==> config.mk <==
export PLATFORM = sky130hd
export DESIGN_NAME = dmem_req_ctrl
export DESIGN_NICKNAME = d
export VERILOG_FILES = /design/src/rtl/dmem_req_ctrl_pkg.sv /design/src/rtl/dmem_req_ctrl_wait_timer.sv /design/src/rtl/dmem_req_ctrl.sv
export SDC_FILE = /design/constraint.sdc
export NUM_CORES = 1
export LEC_CHECK = 0
export CAP_MARGIN = 15
export CORE_UTILIZATION = 37
export DETAILED_ROUTE_END_ITERATION = 10
export MAX_ROUTING_LAYER = met4
export PLACE_DENSITY = 0.84
export REMOVE_ABC_BUFFERS = 1
export SLEW_MARGIN = 10
export SYNTH_ARGS = -nofsm -noshare
export SYNTH_HDL_FRONTEND = slang
export SYNTH_HIERARCHICAL = 1
export SYNTH_SLANG_ARGS = --single-unit
==> constraint.sdc <==
create_clock -name CLK -period 2 [get_ports CLK]
set_clock_uncertainty 0.05 [all_clocks]
set_input_delay 0.2 -clock CLK [delete_from_list [all_inputs] [get_ports CLK]]
set_output_delay 0.2 -clock CLK [all_outputs]
set_load 0.03 [all_outputs]
==> src/rtl/dmem_req_ctrl_pkg.sv <==
// Shared pipeline definitions for the data-memory request controller:
// FSM encoding, timeout default and address/width helpers.
package dmem_req_ctrl_pkg;

   typedef enum logic [1:0] {
      IDLE = 2'b00,
      WAIT = 2'b01,
      DONE = 2'b10
   } state_t;

   localparam int unsigned DEFAULT_TIMEOUT_CYCLES = 15;
   localparam logic [31:0] WORD_ALIGN_MASK        = 32'hFFFF_FFFC;

   // Memory is word-addressed on this port; byte offset is dropped.
   function automatic logic [31:0] word_align(input logic [31:0] byte_addr);
      return byte_addr & WORD_ALIGN_MASK;
   endfunction

   function automatic int unsigned timer_width(input int unsigned limit);
      return (limit < 32'd1) ? 32'd1 : $clog2(limit + 32'd1);
   endfunction

endpackage

==> src/rtl/dmem_req_ctrl_wait_timer.sv <==
// Wait-cycle counter: counts enabled cycles and flags the cycle whose
// increment would reach the limit.
module dmem_req_ctrl_wait_timer #(
   parameter int unsigned WIDTH = 4
) (
   input  logic             clk,
   input  logic             reset,
   input  logic             clear,
   input  logic             enable,
   input  logic [WIDTH-1:0] limit,
   output logic             expired
);

   logic [WIDTH-1:0] count_r;
   logic [WIDTH:0]   next_s;

   // Expiry is seen in the same cycle so the FSM can abort at this edge.
   always_comb begin
      next_s  = {1'b0, count_r} + {{WIDTH{1'b0}}, 1'b1};
      expired = 1'b0;
      if (enable) begin
         expired = (next_s >= {1'b0, limit});
      end else begin
         expired = 1'b0;
      end
   end

   // Counter register with clear taking priority over increment.
   always_ff @(posedge clk) begin
      if (reset) begin
         count_r <= {WIDTH{1'b0}};
      end else if (clear) begin
         count_r <= {WIDTH{1'b0}};
      end else if (enable) begin
         count_r <= next_s[WIDTH-1:0];
      end
   end

endmodule

==> src/rtl/dmem_req_ctrl.sv <==
// MEM-stage data-memory request controller: latches a load/store, stalls the
// pipeline while memory responds, aborts with a sticky flag on timeout.
module dmem_req_ctrl
   import dmem_req_ctrl_pkg::*;
#(
   parameter int unsigned TIMEOUT_CYCLES = DEFAULT_TIMEOUT_CYCLES
) (
   input  logic        CLK,
   input  logic        Reset,
   input  logic        MemRead,
   input  logic        MemWrite,
   input  logic [31:0] Addr,
   input  logic [31:0] WriteData,
   output logic [31:0] ReadData,
   output logic        Stall,
   output logic [31:0] MemA,
   output logic [31:0] MemWD,
   output logic        MemWE,
   input  logic        MemReady,
   input  logic [31:0] MemRD,
   output logic        Timeout
);

   localparam int unsigned     CW    = timer_width(TIMEOUT_CYCLES);
   localparam logic [CW-1:0]   LIMIT = CW'(TIMEOUT_CYCLES);

   state_t      state_r;
   logic        op_write_r;
   logic [31:0] addr_r;
   logic [31:0] wdata_r;
   logic [31:0] rdata_r;
   logic        timeout_r;
   logic        memwe_r;

   logic        req_s;
   logic        timer_clear_s;
   logic        timer_enable_s;
   logic        expired_s;
   logic        stall_s;

   assign req_s          = MemRead | MemWrite;
   assign timer_clear_s  = (state_r == IDLE) && req_s;
   assign timer_enable_s = (state_r == WAIT) && !MemReady;

   dmem_req_ctrl_wait_timer #(
      .WIDTH (CW)
   ) wait_timer (
      .clk     (CLK),
      .reset   (Reset),
      .clear   (timer_clear_s),
      .enable  (timer_enable_s),
      .limit   (LIMIT),
      .expired (expired_s)
   );

   // Stall must rise in the request cycle itself, so it is decoded from state.
   always_comb begin
      stall_s = 1'b0;
      if (Reset) begin
         stall_s = 1'b0;
      end else begin
         case (state_r)
            IDLE:    stall_s = req_s;
            WAIT:    stall_s = 1'b1;
            DONE:    stall_s = 1'b0;
            default: stall_s = 1'b0;
         endcase
      end
   end

   // Request FSM with all memory-side outputs held in registers.
   always_ff @(posedge CLK) begin
      if (Reset) begin
         state_r    <= IDLE;
         op_write_r <= 1'b0;
         addr_r     <= 32'h0000_0000;
         wdata_r    <= 32'h0000_0000;
         rdata_r    <= 32'h0000_0000;
         timeout_r  <= 1'b0;
         memwe_r    <= 1'b0;
      end else begin
         case (state_r)
            IDLE: begin
               if (req_s) begin
                  addr_r     <= word_align(Addr);
                  wdata_r    <= WriteData;
                  op_write_r <= MemWrite;
                  memwe_r    <= MemWrite;
                  state_r    <= WAIT;
               end
            end
            WAIT: begin
               // MemReady outranks a simultaneous expiry.
               if (MemReady) begin
                  if (!op_write_r) begin
                     rdata_r <= MemRD;
                  end
                  memwe_r <= 1'b0;
                  state_r <= DONE;
               end else if (expired_s) begin
                  if (!op_write_r) begin
                     rdata_r <= 32'h0000_0000;
                  end
                  timeout_r <= 1'b1;
                  memwe_r   <= 1'b0;
                  state_r   <= DONE;
               end
            end
            DONE: begin
               memwe_r <= 1'b0;
               state_r <= IDLE;
            end
            default: begin
               memwe_r <= 1'b0;
               state_r <= IDLE;
            end
         endcase
      end
   end

   assign Stall    = stall_s;
   assign ReadData = rdata_r;
   assign MemA     = addr_r;
   assign MemWD    = wdata_r;
   assign MemWE    = memwe_r;
   assign Timeout  = timeout_r;

endmodule

Word-level counts from Yosys, hierarchy flattened
Index checks and enable logic that the tools add are counted.
{"block": "classes", "n_addsub": 1, "bitwise": 3, "n_mux": 15, "order_cmp": 1, "reduce_logical": 10, "n_eq_ne": 3}
{"cell": "$mux 32", "count": 4}
{"cell": "$mux 2", "count": 3}
{"cell": "$reduce_and 3->1", "count": 2}
{"cell": "$add 4x1->5 const B", "count": 1}
{"cell": "$ge 5x4->1 const B", "count": 1}
{"cell": "$mux 1", "count": 5}
{"cell": "$pmux 1 s2", "count": 2}
{"cell": "$pmux 2 s2", "count": 1}
{"cell": "$reduce_and 2->1", "count": 2}
{"cell": "$ne 3x3->1 const B", "count": 1}
{"cell": "$eq 2x1->1 const B", "count": 1}
{"cell": "$logic_and 1x1->1", "count": 2}
{"cell": "$logic_not 2->1", "count": 1}
{"cell": "$ne 2x2->1 const B", "count": 1}
{"cell": "$not 1->1", "count": 2}
{"cell": "$reduce_bool 2->1", "count": 1}
{"cell": "$reduce_or 2->1", "count": 1}
{"cell": "$logic_not 1->1", "count": 1}
{"cell": "$or 1x1->1", "count": 1}
{"block": "totals", "word_cells": 41, "in_bits": 101, "output_inout_bits": 99, "regBits": 103}

Logic depth before layout (Yosys ltp)
{"block": "logic_depth", "ltp_word": 6, "mapped_depth": 10, "ltp_nobuf": 9}

Modules after synthesis
The synthesis kept the hierarchy.
{"mod": "dmem_req_ctrl", "seq_area_each_um2": 1981.9, "instances": 1, "cells_per_inst": 462, "area_per_inst_um2": 3843.7}
{"mod": "dmem_req_ctrl_wait_timer", "seq_area_each_um2": 80.1, "instances": 1, "cells_per_inst": 33, "area_per_inst_um2": 296.5}

Least setup slack after synthesis
No wires, ideal clock.
{"block": "synth_path", "path_type": "reg-to-reg", "startpoint": "register wait_timer.count_r[0]", "endpoint": "register rdata_r[26], in the netlist ReadData[26]", "n_path_buf": 1, "stages_incl_launch_ff": 10, "setup_ns": 0.070, "synth_period_minus_slack_ns": 2.052, "slack_ns": -0.052, "arrival_time_ns": 1.931, "t_required_ns": 1.880, "cell_sequence": "dfxtp_1 -> ha_1 -> xor2_1 -> ha_1 -> a31oi_1 -> o21ai_1 -> nor2_4 -> buf_1 -> o21ai_1 -> a21oi_1"}
{"block": "synth_via", "elab_chain_len": 5}
{"element": "start, declared", "line": "dmem_req_ctrl_wait_timer.sv:14", "text": "logic [WIDTH-1:0] count_r;"}
{"element": "start signal, assigned", "line": "dmem_req_ctrl_wait_timer.sv:31", "text": "count_r <= {WIDTH{1'b0}};"}
{"element": "start signal, assigned", "line": "dmem_req_ctrl_wait_timer.sv:33", "text": "count_r <= {WIDTH{1'b0}};"}
{"element": "start signal, assigned", "line": "dmem_req_ctrl_wait_timer.sv:35", "text": "count_r <= next_s[WIDTH-1:0];"}
{"element": "$add 4x1->5", "line": "dmem_req_ctrl_wait_timer.sv:19", "text": "next_s = {1'b0, count_r} + {{WIDTH{1'b0}}, 1'b1};"}
{"element": "net wait_timer.next_s[2]", "line": "dmem_req_ctrl_wait_timer.sv:15", "text": "logic [WIDTH:0] next_s;"}
{"element": "$ge 5x4->1", "line": "dmem_req_ctrl_wait_timer.sv:22", "text": "expired = (next_s >= {1'b0, limit});"}
{"element": "$mux 1", "line": "dmem_req_ctrl_wait_timer.sv:21", "text": "if (enable) begin"}
{"element": "net expired_s", "line": "dmem_req_ctrl.sv:38", "text": "logic expired_s;"}
{"element": "$reduce_bool 2->1 (no source line)"}
{"element": "$reduce_and 3->1 (no source line)"}
{"element": "end signal, assigned", "line": "dmem_req_ctrl.sv:96", "text": "rdata_r <= MemRD;"}
{"element": "end, declared", "line": "dmem_req_ctrl.sv:31", "text": "logic [31:0] rdata_r;"}
The timed path passes the listed nets, and every way through them passes these cells.
A chain may end at the register's enable or synchronous reset.

Worst setup path after layout
{"block": "layout_path", "startpoint": "register wait_timer.count_r[0]", "endpoint": "register rdata_r[0], in the netlist ReadData[0]"}
Same word-level chain as after synthesis.

==> results.sh <==
export IMPL_status="finished, violations left"
export IMPL_violations="setup timing"
export IMPL_die_h_um=108
export IMPL_ios=200
export IMPL_async_flop_share=0
export IMPL_routed_wl_mm=13.4
export IMPL_whs_ps=162
export IMPL_reg2reg_depth=10
export IMPL_stdcell_count=820
export IMPL_vias=4406
export IMPL_p_clk_frac=0.276
export IMPL_yosysUniqueCellTypes=36
export IMPL_wl_per_cell_um=16.3
export IMPL_seq_area_frac_synth=0.498
export IMPL_tns_ps=-127
export IMPL_cp_arrival_ps=2280
export IMPL_slowest_delay_ps=360
export IMPL_synth_seq_cells=103
export IMPL_cts_reportedPaths_clkPinSlew_ps=100
export IMPL_drv_cap=0
export IMPL_rsz0062_at_grt="yes"
export IMPL_row_count=38
export IMPL_synthTopCellsByCount="103 x dfxtp_1, 97 x a21oi_1, 95 x nand3_1"
export IMPL_cts_max_level=3
export IMPL_intPower_mw=3.42
export IMPL_first_pass_iters=6
export IMPL_power_leakage_nw=2.39
export IMPL_antenna_found_initial=0
export IMPL_fin_util=0.609
export IMPL_clockBufferDepth=2
export IMPL_grt_max_degree=81
export IMPL_portBuffers=195
export IMPL_relSlewSlack=0.587
export IMPL_grt_overflow_total=0
export IMPL_initial_core_util=0.380
export IMPL_endpoint="ReadData[0]$_SDFFE_PP0P_"
export IMPL_setup_worst_path_class="reg2reg"
export IMPL_netlist_area_um2=4140
export IMPL_synth_top_area_cell="dfxtp_1"
export IMPL_pwr_density_cell_nw_per_um2=743
export IMPL_startpoint="wait_timer/count_r[0]$_SDFFE_PP0P_"
export IMPL_place_gp_congestion=0.785
export IMPL_p_sw_mw=1.51
export IMPL_syn_to_final_growth_pct=60.3
export IMPL_drive_gt1_frac=0.103
export IMPL_period_minus_slack_ps=2030
export IMPL_grt_pass1_wl_mm=20.5
export IMPL_fin_crit_sh=1.01
export IMPL_crit_required_ps=2250
export IMPL_dp_cells=794
export IMPL_root_buffer="clkbuf_8"
export IMPL_synth_top_area_share=0.498
export IMPL_tightest_slew_ps=619
export IMPL_fillers=921
export IMPL_cts_inserted_buffers=9
export IMPL_grt_pass1_vias=4262
export IMPL_max_freq_mhz=493
export IMPL_cts_tree="built"
export IMPL_dpl_cell_area_um2=6180
export IMPL_antenna_left=0
export IMPL_syn_area_per_cell_um2=8.36
export IMPL_end_kind="flip-flop"
export IMPL_core_um2=10900
export IMPL_clock_sinks=103
export IMPL_rr_startpoint="wait_timer/count_r[0]$_SDFFE_PP0P_"
export IMPL_place_worst_setup_slack_ps=-76.3
export IMPL_combPwrFrac=0.265
export IMPL_grtUsageTotal=0.228
export IMPL_nets=781
export IMPL_clk_latency_ps=360
export IMPL_finalSetupViolCount=12
export IMPL_die_width_um=108
export IMPL_path_max_fanout=17
export IMPL_antenna_cells=0
export IMPL_crit_path_start_kind="flip-flop"
export IMPL_first_iter_violations=405
export IMPL_drc=0
export IMPL_synth_area_leaders="dfxtp_1 50%, a21oi_1 12%, nand3_1 11%"
export IMPL_crit_slowest_cell="dfxtp_4"
export IMPL_r2r_end="ReadData[0]$_SDFFE_PP0P_"
export IMPL_ys_warn_count=6
export IMPL_synth_flop_cell="dfxtp_1"
export IMPL_netlist_instances=495
export IMPL_vdd_drop_max_uv=400
export IMPL_hpwlAfterDp_mm=8.38
export IMPL_synth_edf_count=0
export IMPL_yosysMostFrequentCell="dfxtp_1"
export IMPL_setup_slack_ps=-26.6
export IMPL_total_power_mw=4.93
export IMPL_cts_hold_buffers=0
export IMPL_hp_class="in2reg"
export IMPL_p_seq_frac=0.459
export IMPL_finalHoldViolCount=0
export IMPL_die_area_um2=11600
export IMPL_crit_chain="ha_4 > xor2_2 > ha_1 > a31oi_2 > o21ai_2 > nor2_4 > buf_6 > buf_12 > o21ai_0 > a21oi_1"
export IMPL_rrSetupSlack_ps=-30
export IMPL_switching_share=0.306
export IMPL_vias_per_cell=5.37
export IMPL_drv_slew=0
export IMPL_stdcell_area_um2=6640
-- routing by layer --
metal | track usage | vias to the layer above | wire length [um]
li1 | - | 2104 | -
met1 | 0.260 | 2058 | 5440
met2 | 0.383 | 197 | 6710
met3 | 0.0327 | 47 | 668
met4 | 0.132 | 0 | 548
met5 | - | - | 0
-- cell families after synthesis --
group	count (synthesis)	share of synthesized area
other	2	0.00181
DFF	103	0.498
AOI/OAI and AO/OA	197	0.241
xor gates and xnor gates	5	0.0106
buffers and inverters	60	0.0722
muxes	1	0.00242
and+or+nand+nor	122	0.159
adders and majority gates	5	0.0151
-- power by group through the flow --
stage	clock [mW]	sequential (mW)	combinational, mW
after floorplan	0	2.56	0.329
after global placement	0	2.30	1.23
after detailed placement	0	2.30	1.25
after CTS	1.39	2.26	1.28
after global routing	1.48	2.28	1.39
final	1.36	2.26	1.31
-- worst min-delay path by stage --
stage | from | endpoint | slack, ps | cells past startpoint
6_report | Reset | ReadData[17]$_SDFFE_PP0P_ | 160 | 2
5_1_grt | Reset | ReadData[17]$_SDFFE_PP0P_ | 170 | 2
4_1_cts | Reset | MemA[29]$_SDFFE_PP0P_ | 150 | 2
3_5_place_dp | ReadData[22]$_SDFFE_PP0P_ | ReadData[22]$_SDFFE_PP0P_ | 410 | 2
3_3_place_gp | ReadData[22]$_SDFFE_PP0P_ | ReadData[22]$_SDFFE_PP0P_ | 390 | 2
2_1_floorplan | Reset | MemA[10]$_SDFFE_PP0P_ | 220 | 1
-- cell usage in the layout (no fill, tap or decap), types with 2 or more instances in the layout --
| cell type | n |
|---|---|
| o21ai_2 | 3 |
| dfxtp_1 | 100 |
| buf_6 | 5 |
| nor2_4 | 3 |
| buf_4 | 14 |
| inv_1 | 5 |
| conb_1 | 6 |
| o21ai_1 | 38 |
| clkinvlp_4 | 2 |
| nand2_1 | 4 |
| clkbuf_8 | 11 |
| xor2_1 | 2 |
| buf_12 | 6 |
| nand3_1 | 94 |
| a21oi_1 | 94 |
| o21ai_0 | 55 |
| dfxtp_2 | 2 |
| clkdlybuf4s50_1 | 193 |
| ha_1 | 4 |
| nor3_1 | 5 |
| nor2_1 | 2 |
| a21oi_2 | 3 |
-- what timing repair did --
item | 4_1_cts | 5_1_grt
setup buffers | 6 | 2
endpoints found under the setup margin | 32 | 93
resized for setup | 14 | 14
cloned | 1 | 1
hold endpoints to repair | 0 | 0
pin swaps | 9 | 6
-- cell type report --
type | instances | area [um2] | share of cell area
timing repair buffer | 220 | 2270 | 0.342
sequential | 103 | 2070 | 0.312
multi-input combinational | 336 | 1900 | 0.286
tap | 140 | 175 | 0.0264
clock buffer | 12 | 155 | 0.0234
clock inverter | 4 | 53.8 | 0.00811
inverter | 5 | 18.8 | 0.00283
-- registers in the layout (all words and copies together), names as in the netlist --
| name | count |
|---|---|
| state_r | 2 |
| MemA | 30 |
| ReadData | 32 |
| Timeout | 1 |
| MemWE | 1 |
| MemWD | 32 |
| op_write_r | 1 |
| wait_timer/count_r | 4 |
-- worst max-delay path: cells and delay by family, from the launching register on --
kind / cells / cell delay (ps)
buffers and inverters: 2 / 270
adder cells (fa/ha/maj): 2 / 480
AO/OA/AOI/OAI: 4 / 520
AND/OR/NAND/NOR: 1 / 130
flip-flops: 1 / 360
XOR/XNOR: 1 / 140
Note: power is estimated with default switching activity, not from simulation.
